<file path="config.mk">
export PLATFORM = sky130hd
export DESIGN_NAME = uart_tx
export DESIGN_NICKNAME = d
export VERILOG_FILES = /design/src/rtl/uart_tx.sv
export SDC_FILE = /design/constraint.sdc
export NUM_CORES = 1
export LEC_CHECK = 0
export BUFFER_PORTS_ARGS = -buffer_cell sky130_fd_sc_hd__buf_2
export CAP_MARGIN = 20
export CORE_UTILIZATION = 61
export DETAILED_ROUTE_END_ITERATION = 7
export PLACE_DENSITY = 0.83
export SYNTH_ARGS = -nofsm -noshare
export SYNTH_HDL_FRONTEND = slang
export SYNTH_SLANG_ARGS = --single-unit
</file>
<file path="constraint.sdc">
create_clock -name clock -period 4.35 [get_ports clock]
set_clock_uncertainty 0.2 [all_clocks]
set_input_delay 0.2175 -clock clock [delete_from_list [all_inputs] [get_ports clock]]
set_output_delay 0.2175 -clock clock [all_outputs]
set_load 0.1 [all_outputs]
</file>
<file path="src/rtl/uart_tx.sv">
// rtl/uart_tx.sv - UART transmitter, LSB first, one start and one stop bit.
// Define UART_TX_PARITY_EN to insert an even-parity bit between data and stop.
module uart_tx #(
    parameter int CLK_FREQ   = 100_000_000,
    parameter int BAUD_RATE  = 115200,
    parameter int DATA_WIDTH = 8
) (
    input  logic                  clock,
    input  logic                  reset_n,
    input  logic [DATA_WIDTH-1:0] data_in,
    input  logic                  data_valid,
    output logic                  ready,
    output logic                  tx,
    output logic                  busy,
    output logic                  done
);

    localparam int CLKS_PER_BIT = CLK_FREQ / BAUD_RATE;
    localparam int CLK_CNT_W    = (CLKS_PER_BIT > 1) ? $clog2(CLKS_PER_BIT) : 1;
    localparam int BIT_CNT_W    = (DATA_WIDTH > 1) ? $clog2(DATA_WIDTH) : 1;
    localparam logic [CLK_CNT_W-1:0] CLK_LAST = CLK_CNT_W'(CLKS_PER_BIT - 1);
    localparam logic [BIT_CNT_W-1:0] BIT_LAST = BIT_CNT_W'(DATA_WIDTH - 1);

`ifdef UART_TX_PARITY_EN
    typedef enum logic [2:0] {S_IDLE, S_START, S_DATA, S_PARITY, S_STOP} state_t;
`else
    typedef enum logic [2:0] {S_IDLE, S_START, S_DATA, S_STOP} state_t;
`endif

    state_t                r_state;
    state_t                w_next_state;
    logic [CLK_CNT_W-1:0]  r_clk_count;
    logic [BIT_CNT_W-1:0]  r_bit_count;
    logic [DATA_WIDTH-1:0] r_shift;
    logic [DATA_WIDTH-1:0] w_shift_next;
    logic                  r_tx;
    logic                  r_done;
    logic                  w_tx_next;
    logic                  w_done_next;
`ifdef UART_TX_PARITY_EN
    logic                  r_parity;
`endif

    logic w_accept;
    logic w_bit_end;
    logic w_last_bit;

    assign w_accept   = data_valid && (r_state == S_IDLE);
    assign w_bit_end  = (r_clk_count == CLK_LAST);
    assign w_last_bit = (r_bit_count == BIT_LAST);

    always_ff @(posedge clock or negedge reset_n) begin
        if (!reset_n) begin
            r_state     <= S_IDLE;
            r_clk_count <= '0;
            r_bit_count <= '0;
            r_shift     <= '0;
            r_tx        <= 1'b1;
            r_done      <= 1'b0;
`ifdef UART_TX_PARITY_EN
            r_parity    <= 1'b0;
`endif
        end else begin
            r_state <= w_next_state;
            r_shift <= w_shift_next;
            r_tx    <= w_tx_next;
            r_done  <= w_done_next;
            if (r_state == S_IDLE || w_next_state != r_state) begin
                r_clk_count <= '0;
            end else begin
                r_clk_count <= r_clk_count + 1'b1;
            end
            if (r_state == S_DATA && w_bit_end && !w_last_bit) begin
                r_bit_count <= r_bit_count + 1'b1;
            end else if (r_state != S_DATA || w_bit_end) begin
                r_bit_count <= '0;
            end
`ifdef UART_TX_PARITY_EN
            if (w_accept) begin
                r_parity <= ^data_in;
            end
`endif
        end
    end

    always_comb begin
        w_next_state = r_state;
        case (r_state)
            S_IDLE:   if (w_accept) w_next_state = S_START;
            S_START:  if (w_bit_end) w_next_state = S_DATA;
`ifdef UART_TX_PARITY_EN
            S_DATA:   if (w_bit_end && w_last_bit) w_next_state = S_PARITY;
            S_PARITY: if (w_bit_end) w_next_state = S_STOP;
`else
            S_DATA:   if (w_bit_end && w_last_bit) w_next_state = S_STOP;
`endif
            S_STOP:   if (w_bit_end) w_next_state = S_IDLE;
            default:  w_next_state = S_IDLE;
        endcase
    end

    // tx is registered, so its next value follows the state being entered.
    always_comb begin
        w_shift_next = r_shift;
        if (w_accept) begin
            w_shift_next = data_in;
        end else if (r_state == S_DATA && w_bit_end) begin
            w_shift_next = r_shift >> 1;
        end
        case (w_next_state)
            S_START:  w_tx_next = 1'b0;
            S_DATA:   w_tx_next = w_shift_next[0];
`ifdef UART_TX_PARITY_EN
            S_PARITY: w_tx_next = r_parity;
`endif
            default:  w_tx_next = 1'b1;
        endcase
        w_done_next = (r_state == S_STOP) && w_bit_end;
    end

    assign ready = (r_state == S_IDLE);
    assign busy  = !ready;
    assign tx    = r_tx;
    assign done  = r_done;

endmodule

</file>
# Word level (Yosys, flattened, before mapping)
# Cells that the tools add are included.
[totals]
ff_bits = 26
wordCells = 41
in_bits = 11
output_inout_bits = 4
[classes]
n_reduce_logical = 12
n_eq_ne = 9
n_mux = 11
n_addsub = 2
[ops]
columns = ["operator", "count"]
rows = [
  ["3-bit two-way mux", 6],
  ["8-bit two-way mux", 2],
  ["3-bit case mux with 4 select lines", 1],
  ["10-bit by 1-bit adder with 10-bit output, second input constant", 1],
  ["10-bit == test, second input constant", 1],
  ["10-bit two-way mux", 1],
  ["3-bit by 2-bit == test with 1-bit output, second input constant", 3],
  ["3-bit by 1-bit == test with 1-bit output, second input constant", 2],
  ["1-bit logical AND", 5],
  ["2-bit nonzero test", 2],
  ["3-bit by 1-bit adder with 3-bit output, second input constant", 1],
  ["3-bit == test, second input constant", 1],
  ["3-bit zero test", 1],
  ["3-bit by 2-bit != test with 1-bit output, second input constant", 1],
  ["3-bit != test", 1],
  ["1-bit zero test", 2],
  ["1-bit logical OR", 2],
  ["1-bit case mux with 2 select lines", 1],
]

# Depth between registers and ports, before layout
[depth]
ltp_word = 7
depth_mapped = 7
ltp_nobuf = 6

# Least setup slack after synthesis
# No wires, ideal clock.
[synth_path]
path_type = "flip-flop to output port"
startpoint = "reg r_state[2]"
endpoint = "out ready"
stages_incl_launch_ff = 4
required_ps = 3933
t_arrival_ps = 2045
slack_ps = 1887
path_buffers = 1
path_cell_list = "dfrtp_1 -> buf_6 -> or3_1 -> inv_1"
[synth_between]
elab_chain_cells = 1
[synth_lines]
columns = ["item", "line", "source"]
rows = [
  ["from (decl)", "30", "state_t r_state;"],
  ["from (signal assigned)", "64", "r_state <= w_next_state;"],
  ["3-bit zero test", "121", "assign ready = (r_state == S_IDLE);"],
  ["to (decl)", "12", "output logic ready,"],
]
# No other way between the ends.

# Worst setup path after layout
[layout_path]
startpoint = "reg r_state[2]"
endpoint = "reg r_tx, in the netlist tx"
[layout_between]
elab_cells_between_ends = 16
cone_classes = "eq/ne: 5; mux: 8; reduce/logical: 3"
[layout_rtl]
columns = ["item", "line", "source"]
rows = [
  ["3-bit by 2-bit == test with 1-bit output", "107", "end else if (r_state == S_DATA && w_bit_end) begin"],
  ["1-bit logical AND", "107", ""],
  ["8-bit two-way mux", "107", ""],
  ["8-bit two-way mux (*)", "105", "if (w_accept) begin"],
  ["via w_shift_next[0]", "35", "logic [DATA_WIDTH-1:0] w_shift_next;"],
  ["1-bit case mux with 2 select lines (*)", "110", "case (w_next_state)"],
  ["via w_tx_next", "38", "logic w_tx_next;"],
  ["to (signal assigned)", "66", "r_tx <= w_tx_next;"],
  ["to (decl)", "36", "logic r_tx;"],
]
# Mark *: on every way through the listed nets, which the timed path passes. The rest lies on a longest branch. The select of a mux whose other input is x is not followed.
# A chain may end at the register's enable or synchronous reset.

==> impl_metrics.ini <==
[cells_and_area]
nets = 161
post-route-util_pct = 76.4
multi_input_area_sq_um = 622
fill_cells = 141
design_area_sq_um = 1530
diodes = 0
area_growth_pct = 15.0
drive_gt1_share_pct = 18.5
seqCellArea_sq_um = 652

[synth]
ys_types = 31
synth_seq_area_share_pct = 49.0
ys_warn_count = 0
syn_area_per_cell_sq_um = 10.6
synth_seq_cells = 26
netlist_instances = 125
synthesis.area_sq_um = 1330
syn_nets = 139

[placed_design]
place_ws_ps = 2060
dpl_cell_area_sq_um = 1400
portBuffers = 14
dp_hpwl_microns = 1620
gp_congestion = 0.745

[critical_path]
arrival_ps = 2360
start_kind = flop
crit_required_ps = 4380
crit_start = r_state[2]$_DFF_PN0_
path_class = flop to flop
r2r_start = r_state[2]$_DFF_PN0_
crit_path_end_kind = flop
cp_max_fo = 17

[pwr]
swShare_pct = 24.7
internal-power_uw = 374
p_sw_uw = 123
p_clk_share_pct = 33.2
power.density_nw_per_um2 = 325
ir_worst_vdd_v = 0.000299
combPwrFrac_pct = 12.8
seqPwrFrac_pct = 54.0
leakage_uw = 0.000721

[drt]
drc = 0
ant_nets = 0
via_per_inst = 5.49
drt_iter0_drc = 17
vias = 950
routedWlPerCell_microns = 14.2
wl_microns = 2450
first_pass_iters = 4

[timing]
worst_hold_slack_ps = 122
tightest_slew_ps = 843
max_freq_mhz = 428
maxSlewHeadroom_pct = 43.6
post-route-period-util_pct = 53.7
finalHoldViolations = 0
rsz0062_at_grt = no
min_period_ps = 2340
slew_viol_final = 0
worst_slack_ps = 2010
tns_ps = 0
setup_violations = 0

[global_route]
antenna_found_initial = 0
grt_pass1_wl_microns = 4220
grt_start_max_net_pins = 27
overflow = 0
grt.total_usage_pct = 23.4
grt_pass1_vias = 959

[cts]
htree_levels = 1
clkTransAtPathRegs_ps = 150
clock_path_buffers = 2
cts_root_buf = clkbuf_4
cts.sinks = 26
postCtsSetupRepairBufs = 0
clk_latency_ps = 330
cts_buffers = 3
tritoncts = done

[floorplanning]
die_y_microns = 48.7
core_sq_um = 2000
die_area_sq_um = 2370
io_pins = 15
die_width_microns = 48.7
start_util_pct = 66.4
rows = 16

[worst_hold_path]
min_from = data_in[0]
min_path_type = input port to flop

[outcome]
status = finished, final reports clean

[flow_run]
maxCapViolations = 0
[through the flow]
stage | instances | total power, uW
finish | 173 | 497
global route | 173 | 517
CTS | 173 | 501
detailed placement | 161 | 330
global placement | 161 | 327
floorplan | 125 | 314
[sequential cells by signal (all words and copies together), names as in the netlist]
register,count
r_shift,8
r_state,3
done,1
tx,1
r_bit_count,3
r_clk_count,10
[cell type report]
type / instances / share of cell area [%]
well taps: 27 / 2.21
inverters: 5 / 1.23
repair buffers: 22 / 9.82
clock buffers: 3 / 1.47
clock inverters: 1 / 1.96
flip-flops and latches: 26 / 42.6
multi-input cells: 89 / 40.7
[layout by cell type (no fill, tap or decap)]
cell,synthesis,layout
dfrtp_1,25,25
nor2_1,17,17
buf_2,0,14
nand2_1,12,12
mux2i_1,11,11
dlygate4sd3_1,0,8
o21ai_0,7,7
nand3_1,6,6
inv_1,5,5
xor2_1,5,5
nor2b_1,4,4
xnor2_1,4,4
ha_1,3,3
clkbuf_4,0,3
or3_1,2,2
nor3b_1,2,2
and3_1,2,2
o21ai_2,2,2
nor4b_4,1,1
nor4b_2,1,1
nand4_4,1,1
mux2i_4,1,1
a21oi_1,1,1
a221oi_1,1,1
and2_1,1,1
a21oi_2,1,1
o21ai_1,1,1
o211ai_2,1,1
nand4_1,1,1
bufinv_16,0,1
conb_1,1,1
dfstp_2,1,1
[layer usage]
layer  track usage (%)  part of all wire (%)  vias to the layer above  routed length (microns)
met5                 0                     0                        -                        0
met4              7.35                  0.57                        0                       14
met3              2.83                   2.2                        2                       55
met2              42.1                    51                       17                     1260
met1              29.1                    46                      471                     1120
li1                  -                     -                      460                        -
[power groups by stage]
stage	logic, uW	clock network, uW	registers, uW
6_report	63.6	165	269
5_1_grt	69.5	178	270
4_1_cts	63.9	169	268
3_5_place_dp	57.9	0	273
3_3_place_gp	55.0	0	271
2_1_floorplan	40.5	0	274
[cells by family after synthesis]
| family | Yosys count | share of synthesized area, % |
|---|---|---|
| AND/OR/NAND/NOR | 50 | 20.8 |
| flip-flops | 26 | 49.0 |
| AO/OA/AOI/OAI | 14 | 6.96 |
| multiplexers | 12 | 9.97 |
| buffers and inverters | 10 | 4.23 |
| XOR/XNOR | 9 | 5.93 |
| adder cells (fa/ha/maj) | 3 | 2.82 |
| other | 1 | 0.282 |
[final timing paths]
path	endpoint	slack, ps	cells past startpoint
hold / removal	r_shift[0]$_DFF_PN0_	120	3
min in group asynchronous	r_shift[0]$_DFF_PN0_	200	2
setup / recovery	tx$_DFF_PN1_	2010	5
setup reg to reg	tx$_DFF_PN1_	2010	5
hold reg to reg	r_clk_count[0]$_DFF_PN0_	300	1
max in group asynchronous	tx$_DFF_PN1_	3370	2
[synth_stat cells]
cell	count	share of area, %
nor2b_1	4	1.9
nor3b_1	2	1.1
xnor2_1	4	2.6
and3_1	2	0.94
nand3_1	6	2.3
o21ai_2	2	1.3
or3_1	2	0.94
and2_1	1	0.47
nand4_4	1	1.6
conb_1	1	0.28
dfstp_2	1	2.0
nand4_1	1	0.47
mux2i_4	1	1.7
clkbuf_1	1	0.28
inv_1	5	1.4
xor2_1	5	3.3
o21ai_1	1	0.38
o21ai_0	7	2.6
nor4b_2	1	1.1
buf_6	1	0.85
nor4b_4	1	1.8
o211ai_2	1	0.94
a221oi_1	1	0.66
buf_4	3	1.7
nor2_1	17	4.8
ha_1	3	2.8
nand2_1	12	3.4
a21oi_2	1	0.66
a21oi_1	1	0.38
mux2i_1	11	8.3
dfrtp_1	25	47
[repair_timing]
item / in CTS / in global routing
hold endpoints to repair: 32 / 0
gates resized for setup: 0 / 0
hold buffers: 8 / 0
[worst max-delay path, stage by stage, from the launching register on]
cell	delay (ps)
dfrtp_1	520
nor4b_4	810
mux2i_1	370
mux2i_4	130
o21ai_2	160
a21oi_2	60
Note: power is estimated with default switching activity, not from simulation.
